### config.mk
export PLATFORM = sky130hd
export DESIGN_NAME = flag_stack_register
export DESIGN_NICKNAME = d
export VERILOG_FILES = /design/src/rtl/flag_stack_register_pkg.sv /design/src/rtl/flag_stack_register_lifo.sv /design/src/rtl/flag_stack_register.sv
export SDC_FILE = /design/constraint.sdc
export NUM_CORES = 1
export LEC_CHECK = 0
export ABC_AREA = 1
export CAP_MARGIN = 20
export CORE_MARGIN = 10
export CORE_UTILIZATION = 50
export DETAILED_ROUTE_END_ITERATION = 8
export GPL_TIMING_DRIVEN = 0
export PLACE_DENSITY = 0.86
export SLEW_MARGIN = 30
export SYNTH_ARGS = -nofsm -noshare
export SYNTH_HDL_FRONTEND = slang
export SYNTH_SLANG_ARGS = --single-unit
export TNS_END_PERCENT = 1
### constraint.sdc
create_clock -name clk -period 2.9 [get_ports clk]
set_input_delay 0.435 -clock clk [delete_from_list [all_inputs] [get_ports clk]]
set_output_delay 0.435 -clock clk [all_outputs]
set_load 0.05 [all_outputs]
### src/rtl/flag_stack_register_pkg.sv
// Shared definitions for the flag register and its shadow stack.
package flag_stack_register_pkg;

    // Architectural flag bit positions
    localparam int FLAG_C = 0;
    localparam int FLAG_Z = 1;
    localparam int FLAG_N = 2;
    localparam int FLAG_V = 3;

    // Default sizing
    localparam int DEF_NUM_FLAGS   = 4;
    localparam int DEF_STACK_DEPTH = 4;

    // Width needed to count 0..d stack entries inclusive
    function automatic int depth_w(input int d);
        return $clog2(d + 1);
    endfunction

endpackage

### src/rtl/flag_stack_register_lifo.sv
// Shadow LIFO for flag save/restore: entry array, saturating depth counter,
// legality decode and the sticky misuse flag.
module flag_lifo
    import flag_stack_register_pkg::*;
#(
    parameter int NUM_FLAGS   = DEF_NUM_FLAGS,
    parameter int STACK_DEPTH = DEF_STACK_DEPTH
) (
    input  logic                                 clk,
    input  logic                                 reset,
    input  logic                                 push,
    input  logic                                 pop,
    input  logic                                 err_clr,
    input  logic [NUM_FLAGS-1:0]                 push_data,
    output logic [NUM_FLAGS-1:0]                 pop_data,
    output logic                                 pop_ok,
    output logic [depth_w(STACK_DEPTH)-1:0]      depth,
    output logic                                 full,
    output logic                                 empty,
    output logic                                 err
);

    localparam int DEPTH_W = depth_w(STACK_DEPTH);
    // Index width sized to the array so indexing is exact even for depth 1
    localparam int IDX_W   = (STACK_DEPTH > 1) ? $clog2(STACK_DEPTH) : 1;

    logic [NUM_FLAGS-1:0] mem [0:(1 << IDX_W)-1];
    logic [DEPTH_W-1:0]   depth_m1;
    logic [IDX_W-1:0]     wr_idx;
    logic [IDX_W-1:0]     rd_idx;
    logic                 push_ok;
    logic                 err_evt;

    assign full     = (depth == DEPTH_W'(STACK_DEPTH));
    assign empty    = (depth == '0);
    assign push_ok  = push & ~pop & ~full;
    assign pop_ok   = pop & ~push & ~empty;
    // Simultaneous push/pop, overflow and underflow are all misuse
    assign err_evt  = (push & pop) | (push & ~pop & full) | (pop & ~push & empty);
    assign depth_m1 = depth - DEPTH_W'(1);
    // Only consulted when the access is legal, so truncation never aliases
    assign wr_idx   = depth[IDX_W-1:0];
    assign rd_idx   = depth_m1[IDX_W-1:0];
    assign pop_data = mem[rd_idx];

    // Entry storage: written only on a legal push, contents not reset
    always_ff @(posedge clk) begin
        if (!reset && push_ok) begin
            mem[wr_idx] <= push_data;
        end
    end

    // Depth counter saturates at both ends because only legal ops move it
    always_ff @(posedge clk) begin
        if (reset) begin
            depth <= '0;
        end else if (push_ok) begin
            depth <= depth + DEPTH_W'(1);
        end else if (pop_ok) begin
            depth <= depth_m1;
        end
    end

    // Sticky error: a fresh error beats a same-cycle clear
    always_ff @(posedge clk) begin
        if (reset) begin
            err <= 1'b0;
        end else if (err_evt) begin
            err <= 1'b1;
        end else if (err_clr) begin
            err <= 1'b0;
        end
    end

endmodule

### src/rtl/flag_stack_register.sv
// Status flag register with masked ALU load, software write and a shadow
// stack for interrupt entry/return and CALL/RET.
module flag_stack_register
    import flag_stack_register_pkg::*;
#(
    parameter int NUM_FLAGS   = DEF_NUM_FLAGS,
    parameter int STACK_DEPTH = DEF_STACK_DEPTH
) (
    input  logic                             clk,
    input  logic                             reset,
    input  logic                             flag_load,
    input  logic [NUM_FLAGS-1:0]             flag_mask,
    input  logic [NUM_FLAGS-1:0]             flags_in,
    input  logic                             sw_write,
    input  logic [NUM_FLAGS-1:0]             sw_data,
    input  logic                             push,
    input  logic                             pop,
    input  logic                             err_clr,
    output logic [NUM_FLAGS-1:0]             flags,
    output logic [depth_w(STACK_DEPTH)-1:0]  depth,
    output logic                             stack_full,
    output logic                             stack_empty,
    output logic                             stack_err
);

    logic [NUM_FLAGS-1:0] flags_next;
    logic [NUM_FLAGS-1:0] pop_data;
    logic                 pop_ok;

    // The stack always saves the registered (pre-update) flags
    flag_lifo #(
        .NUM_FLAGS   (NUM_FLAGS),
        .STACK_DEPTH (STACK_DEPTH)
    ) u_lifo (
        .clk       (clk),
        .reset     (reset),
        .push      (push),
        .pop       (pop),
        .err_clr   (err_clr),
        .push_data (flags),
        .pop_data  (pop_data),
        .pop_ok    (pop_ok),
        .depth     (depth),
        .full      (stack_full),
        .empty     (stack_empty),
        .err       (stack_err)
    );

    // Next-flag priority: restore, software write, masked ALU load, hold
    always_comb begin
        flags_next = flags;
        if (pop_ok) begin
            flags_next = pop_data;
        end else if (sw_write) begin
            flags_next = sw_data;
        end else if (flag_load) begin
            flags_next = (flags & ~flag_mask) | (flags_in & flag_mask);
        end
    end

    // Flag register
    always_ff @(posedge clk) begin
        if (reset) begin
            flags <= '0;
        end else begin
            flags <= flags_next;
        end
    end

endmodule

### After elaboration in Yosys (flattened, before gate mapping)

Memory sizes are Yosys's and may differ from the RTL's.
Cells that the tools add are included.

* $add $sub $neg: 2
* multiply operators: 0
* div/mod/pow operators: 0
* magnitude comparators: 0
* equal/unequal tests: 1
* shift-type cells: 0
* mux-type cells: 9
* bitwise logic cells: 17
* reduce and logical (&&, ||, !) cells: 6

Operators with widths (count)
* two-way mux 4 bit: 3
* AND 4 bit: 2
* AND 1 bit: 7
* two-way mux 3 bit: 2
* two-way mux 1 bit: 4
* NOT 1 bit: 4
* NOT 4 bit: 1
* OR 4 bit: 1
* nonzero test 2 bit: 2
* adder 3 x 1 -> 3 bit, second input constant: 1
* == test 3 bit, second input constant: 1
* zero test 3 bit: 1
* nonzero test 3 bit: 1
* subtractor 3 x 1 -> 3 bit, second input constant: 1
* OR 1 bit: 2
* logical AND 1 bit: 1
* zero test 1 bit: 1

* register bits after elaboration: 8
* latch bits: 0
* memory bits (writable): 16
* bits in read-only memories: 0
* input port bits: 19
* output and inout port bits: 10
* logic and storage cells: 39
* memories kept: 1

Memories
* u_lifo.mem: words 4, width 4, read ports 1, clocked after memory_dff 0, write ports 1, line flag_stack_register_lifo.sv:27 `logic [NUM_FLAGS-1:0] mem [0:(1 << IDX_W)-1];`

### Depth between registers and ports, before layout

Gate-level depths: netlist of the first run.

* depth after elaboration: 6
* depth in mapped cells: 12
* mapped depth without buffers: 10

### Hierarchy

Synthesis of the first run repeated with hierarchy kept, for this count alone.

* cells, all modules: 140
* area total of the unflattened synthesis: 1222.4 sq um

Modules (own cells, without submodules)
* flag_lifo: times used 1, cells each 97, area an instance 968.4 sq um, sequential area each 560.5 sq um
* flag_stack_register: times used 1, cells each 43, area an instance 254.0 sq um, sequential area each 80.1 sq um

### Least setup slack after synthesis of the first run

Ideal clock, no wire load.

* path kind: register to register
* start point: reg u_lifo.depth[0]
* end point: reg with a tool-made name
* setup time: 0.113 ns
* arrival time: 2.194 ns
* data required time: 2.787 ns
* path slack: 0.593 ns
* stages on the path, launching flop included: 12
* path buffers: 2
* period minus slack after synthesis: 2.307 ns
* cell sequence: dfxtp_1 -> buf_6 -> inv_4 -> buf_12 -> ha_1 -> ha_1 -> inv_1 -> nand3_2 -> inv_2 -> nand2_1 -> nor2_1 -> nor2_1

RTL lines
* from (decl): line flag_stack_register_lifo.sv:17 `output logic [depth_w(STACK_DEPTH)-1:0] depth,`
* from (signal assigned): line flag_stack_register_lifo.sv:58 `depth <= depth + DEPTH_W'(1);`
* from (signal assigned): line flag_stack_register_lifo.sv:60 `depth <= depth_m1;`

### Worst setup path after layout of the first run

* start point: reg u_lifo.depth[0]
* end point: out stack_empty

* cells in the longest elaborated chain, start to end: 1

RTL lines
* zero test 3 bit: line flag_stack_register_lifo.sv:35 `assign empty = (depth == '0);`
* to (decl): line flag_stack_register.sv:22 `output logic stack_empty,`

No other way between the ends.

==> results.tsv, run 1 <==
metric	value	unit
status	finished clean	
Setup Buffers After CTS	0	
syn_nets	196	
Max-slew headroom	64.9	%
Detailed Route Iter0 Violations	43	
critical path data arrival time	2240	ps
Rows	18	
max-slew violations	0	
RSZ-0062 raised after global routing	false	
hpwl dp	2380	um
max_cap viols	0	
critical path buffer and inverter count	4	
critical path's top delay family	buffers and inverters	
crit path capture type	output pin	
DR WL/cell	12.5	um
Core ar.	2520	um2
nets	228	
worst path required time	2470	ps
skew final	5.97	ps
end of the worst register-to-register path	u_lifo.mem[3][2]$_DFFE_PP_	
1st-pass router iterations	4	
grt ovf	0	
Synth Instances	171	
global-route wire length before repair	4910	um
share of post-route cells with drive strength above 1	7.92	%
Power Density	538	nW/um2
clk_lat worst skew	310	ps
TritonCTS Buffers	3	
P&R area growth vs syn	27.0	%
hold endpoint	u_lifo.mem[3][2]$_DFFE_PP_	
count of cell types in the netlist	17	
Fin Hold WS	542	ps
worst reg-to-reg path cell count	9	
clock slew at reported path FFs	130	ps
crit-path max cell delay	810	ps
worst path cell trace	buf_6, inv_4, buf_12, ha_1, ha_1, clkdlybuf4s50_1	
Worst IR Drop VDD	0.000361	V
drt via density	4.81	
CTS Buffer Depth	2	
placed insts	228	
commonest non-fill, non-tap cell in the layout	nand2_1	
Crit Path Max Fanout	12	
CP Launch Type	flop	
vias in the first global route	1126	
Die W	71.7	um
post-synthesis register bit count	24	
Antenna Nets Post-Route	0	
die height	71.7	um
Worst Tran Pin Value	524	ps
drt total wl	2910	um
largest net degree at the start of global routing	15	
CTS H-tree lvls	1	
area of the mapped netlist	1330	um2
Antenna diodes	0	
hold buffers post-CTS	0	
leakage	0.000818	uW
Fin. Hold Viols	0	
IO Count	29	
mean area per synthesized cell	7.80	um2
vias after detailed routing	1117	
Starting Density	52.9	%
CTS tree	yes	
Final Wtd Congestion	0.764	
sequential-to-total area share from yosys stat	48.0	%
total power draw	912	uW
fin cells	232	
Final period util	92.3	%
initial antenna violation count	0	
final setup vio count	0	
CP Class	reg2out	
Worst path most repeated cell	ha_1	
Die Area	5130	um2
clock period minus worst slack	2680	ps
r2r startpoint	u_lifo.depth[0]$_SDFFE_PP0P_	
Critical-path top delay cell	clkdlybuf4s50_1	
hold path depth	0	
drt drc	0	
# clock sinks	24	
cts repair resizes	0	
IO Port Bufs	27	
R2R setup slack	750	ps
YS warnings	0	
fmax	374	MHz
clock tree root buffer cell	clkbuf_4	
Tot GR Track Use	11.6	%
Hold Path Class	reg2reg	
commonest cells after routing, fill and taps aside	47 x nand2_1, 36 x inv_1, 27 x clkdlybuf4s50_1, 24 x nor2_1, 16 x edfxtp_1	
Setup TNS	0	ps
layout make-up:
class	count	area, um2
Clock inverter	1	30.0
Inverter	38	145
Timing Repair Buffer	27	270
Fill cell	199	828
Clock buffer	3	22.5
Multi-Input combinational cell	106	512
Buffer	3	36.3
Tap cell	30	37.5
Sequential cell	24	641
metal layers:
layer	GRT usage, %	wire length [um]
met1	11.9	1200
met2	20.6	1480
met3	2.20	158
met4	8.17	73
met5	0	0
where the power goes:
group / switching [uW] / leakage [uW] / internal [uW]
Sequential: 17.2 / 0.000213 / 385
Clock: 97.7 / 0.0000279 / 140
Combinational: 169 / 0.000577 / 103
Total: 284 / 0.000818 / 628
how the worst max path moves through the flow:
stage | slack [ps] | end | start | depth (start not counted)
after global routing | 150 | stack_empty | u_lifo.depth[0]$_SDFFE_PP0P_ | 6
after global placement | 590 | stack_empty | u_lifo.depth[0]$_SDFFE_PP0P_ | 6
after detailed placement | 570 | stack_empty | u_lifo.depth[0]$_SDFFE_PP0P_ | 6
after floorplan | 590 | flop | u_lifo.depth[0]$_SDFFE_PP0P_ | 11
final | 220 | stack_empty | u_lifo.depth[0]$_SDFFE_PP0P_ | 6
after CTS | 210 | stack_empty | u_lifo.depth[0]$_SDFFE_PP0P_ | 6
cells in the mapped netlist:
cell | number | share of area, %
nand2_1 | 47 | 13
inv_1 | 36 | 10
nor2_1 | 24 | 6.8
edfxtp_1 | 16 | 36
nand3_1 | 15 | 5.6
dfxtp_1 | 8 | 12
ha_1 | 6 | 5.6
o21ai_0 | 5 | 1.9
nand2_2 | 3 | 1.4
nand3_2 | 3 | 2.3
a21oi_1 | 2 | 0.75
buf_12 | 1 | 1.5
buf_2 | 1 | 0.37
buf_6 | 1 | 0.84
inv_2 | 1 | 0.28
inv_4 | 1 | 0.47
nand2_4 | 1 | 0.84
through the flow:
stage / util (%) / instance area, um2 / setup slack [ps]
floorplan: - / 1330 / 593
finish: 67.2 / 1690 / 225
detailed placement: 65.1 / 1640 / 572
CTS: 67.2 / 1690 / 213
global placement: 65.1 / 1640 / 592
global route: 67.2 / 1690 / 153
cells by family (layout without fill, tap and decap cells):
logic type      count (synthesis)  after routing  share of synthesized area [%]
buf+inv                        41             72                           13.6
simple gates                   93             93                           30.1
compound gates                  7              7                           2.63
flops                          24             24                           48.0
fa+ha+maj                       6              6                           5.63
worst register-to-register path: stages, from the launching register on:
cell,delay (ps)
dfxtp_1,420
buf_6,170
inv_4,50
buf_12,140
ha_1,210
nand2_1,120
nand3_2,120
nor2_1,180
inv_1,110
nor2_1,300
No activity file was read; power rests on OpenSTA's default activity.
==> run 2, diff against run 1 <==
ABC_CLOCK_PERIOD_IN_PS = 2900   (was unset)
SETUP_SLACK_MARGIN = 0.4   (was unset)
SKIP_LAST_GASP = 1   (was unset)
==> run 2 against run 1 <==
  * Register-to-register slack worse by 30 ps
  * Largest power group unchanged
  * Critical endpoint unchanged
  * Critical path depth is the same
  * Die area did not move
  * Clock skew shrank 1.1 ps
  * Clock power barely moved
  * Clock-buffer cell count is the same
  * Setup slack improved by 280 ps
  * Critical path type unchanged
  * Worst hold slack hardly changed
==> results.tsv, run 2 (same netlist as run 1, synthesis figures left out) <==
metric	value	unit	change
status	finished clean		unchanged
RSZ-0062 raised after global routing	false		unchanged
max-slew violations	0		unchanged
nets	228		unchanged
crit-path max cell delay	540	ps	was 810 ps
clock period minus worst slack	2390	ps	was 2680 ps
Die Area	5130	um2	unchanged
vias in the first global route	1126		unchanged
critical path data arrival time	1960	ps	was 2240 ps
CP Launch Type	flop		unchanged
critical path's top delay family	buffers and inverters		unchanged
drt via density	4.76		was 4.81
hpwl dp	2380	um	unchanged
initial antenna violation count	0		unchanged
Final period util	82.6	%	was 92.3%
Critical-path top delay cell	dlygate4sd2_1		was clkdlybuf4s50_1
Starting Density	52.9	%	unchanged
commonest cells after routing, fill and taps aside	47 x nand2_1, 36 x inv_1, 25 x clkdlybuf4s50_1, 24 x nor2_1, 16 x edfxtp_1		was 47 x nand2_1, 36 x inv_1, 27 x clkdlybuf4s50_1, 24 x nor2_1, 16 x edfxtp_1
Detailed Route Iter0 Violations	31		was 43
crit path capture type	output pin		unchanged
skew final	4.88	ps	was 5.97 ps
CP Class	reg2out		unchanged
vias after detailed routing	1105		was 1117
Crit Path Max Fanout	12		unchanged
max_cap viols	0		unchanged
Tot GR Track Use	11.6	%	unchanged
IO Count	29		unchanged
die height	71.7	um	unchanged
fmax	418	MHz	was 374 MHz
clock slew at reported path FFs	130	ps	about the same
clk_lat worst skew	310	ps	about the same
Fin Hold WS	542	ps	about the same
DR WL/cell	12.4	um	was 12.5 um
Power Density	535	nW/um2	was 538 nW/um2
Core ar.	2520	um2	unchanged
worst path required time	2470	ps	about the same
Hold Path Class	reg2reg		unchanged
Worst path most repeated cell	ha_1		unchanged
Antenna diodes	0		unchanged
critical path buffer and inverter count	4		unchanged
largest net degree at the start of global routing	15		unchanged
leakage	0.000836	uW	was 0.000818 uW
CTS Buffer Depth	2		unchanged
clock tree root buffer cell	clkbuf_4		unchanged
grt ovf	0		unchanged
# clock sinks	24		unchanged
Setup TNS	0	ps	unchanged
final setup vio count	0		unchanged
Final Wtd Congestion	0.764		unchanged
Rows	18		unchanged
Max-slew headroom	64.9	%	about the same
commonest non-fill, non-tap cell in the layout	nand2_1		unchanged
fillers	198		was 199
CTS H-tree lvls	1		unchanged
Fin. Hold Viols	0		unchanged
CTS tree	yes		unchanged
hold buffers post-CTS	0		unchanged
Worst IR Drop VDD	0.000359	V	was 0.000361 V
TritonCTS Buffers	3		unchanged
IO Port Bufs	27		unchanged
worst path cell trace	buf_6, inv_4, buf_12, ha_1, ha_1, dlygate4sd2_1		was buf_6, inv_4, buf_12, ha_1, ha_1, clkdlybuf4s50_1
1st-pass router iterations	4		unchanged
Antenna Nets Post-Route	0		unchanged
P&R area growth vs syn	27.1	%	was 27.0%
Worst Tran Pin Value	525	ps	was 524 ps
global-route wire length before repair	4910	um	unchanged
share of post-route cells with drive strength above 1	7.92	%	unchanged
drt total wl	2880	um	was 2910 um
drt drc	0		unchanged
Die W	71.7	um	unchanged
==> run 2: per-layer routing <==
| metal | track usage, % | wire [um] | vias to the layer above |
|---|---|---|---|
| met3 | 2.20 | 119 | 4 |
| li1 | - | - | 580 |
| met5 | 0 | 0 | - |
| met4 | 8.17 | 73 | 0 |
| met2 | 20.6 | 1470 | 28 |
| met1 | 11.9 | 1210 | 493 |
==> run 2: final timing paths <==
| kind | to | cells past startpoint | start | slack (ps) |
|---|---|---|---|---|
| hold reg to reg | u_lifo.mem[2][2]$_DFFE_PP_ | 0 | flop | 540 |
| setup reg to reg | u_lifo.mem[3][2]$_DFFE_PP_ | 9 | u_lifo.depth[0]$_SDFFE_PP0P_ | 720 |
| setup / recovery | stack_empty | 6 | u_lifo.depth[0]$_SDFFE_PP0P_ | 510 |
| hold / removal | u_lifo.mem[2][2]$_DFFE_PP_ | 0 | flop | 540 |
==> run 2: layout make-up <==
| cell class | instances | area, um2 | share of cell area [%] |
|---|---|---|---|
| sequential | 24 | 641 | 37.8 |
| inverter | 38 | 145 | 8.56 |
| clock buffer | 3 | 22.5 | 1.33 |
| tap | 30 | 37.5 | 2.21 |
| buffer | 3 | 36.3 | 2.14 |
| clock inverter | 1 | 30.0 | 1.77 |
| timing repair buffer | 27 | 272 | 16.0 |
| multi-input combinational | 106 | 512 | 30.2 |
==> run 2: what timing repair did <==
action | in CTS | in global routing
gates resized for setup | 1 | 1
pin swaps | 0 | 0
cloned | 0 | 0
setup buffers | 0 | 0
setup endpoints to repair | 2 | 1
==> run 2: stage by stage <==
stage	util, %	std cells	cell area [um2]	worst slack (ps)	power (uW)
2_1_floorplan	-	171	1330	593	588
3_3_place_gp	65.1	228	1640	592	671
3_5_place_dp	65.1	228	1640	572	682
4_1_cts	67.1	232	1690	253	910
5_1_grt	67.2	232	1700	431	951
6_report	67.2	232	1700	506	907
==> run 2: worst register-to-register path, cell delays in order (launching register included) <==
cell     delay (ps)
dfxtp_1         420
buf_6           170
inv_4            50
buf_12          140
ha_1            210
nand2_1         120
nand3_2         120
nor2_1          210
inv_1           120
nor2_1          300
==> run 2: power breakdown <==
part / leakage [uW] / switching, uW / total [uW] / internal [uW]
clock: 0.0000279 / 97.1 / 237 / 140
combinational: 0.000595 / 168 / 268 / 100
sequential: 0.000213 / 17.0 / 402 / 385
total: 0.000836 / 282 / 907 / 625
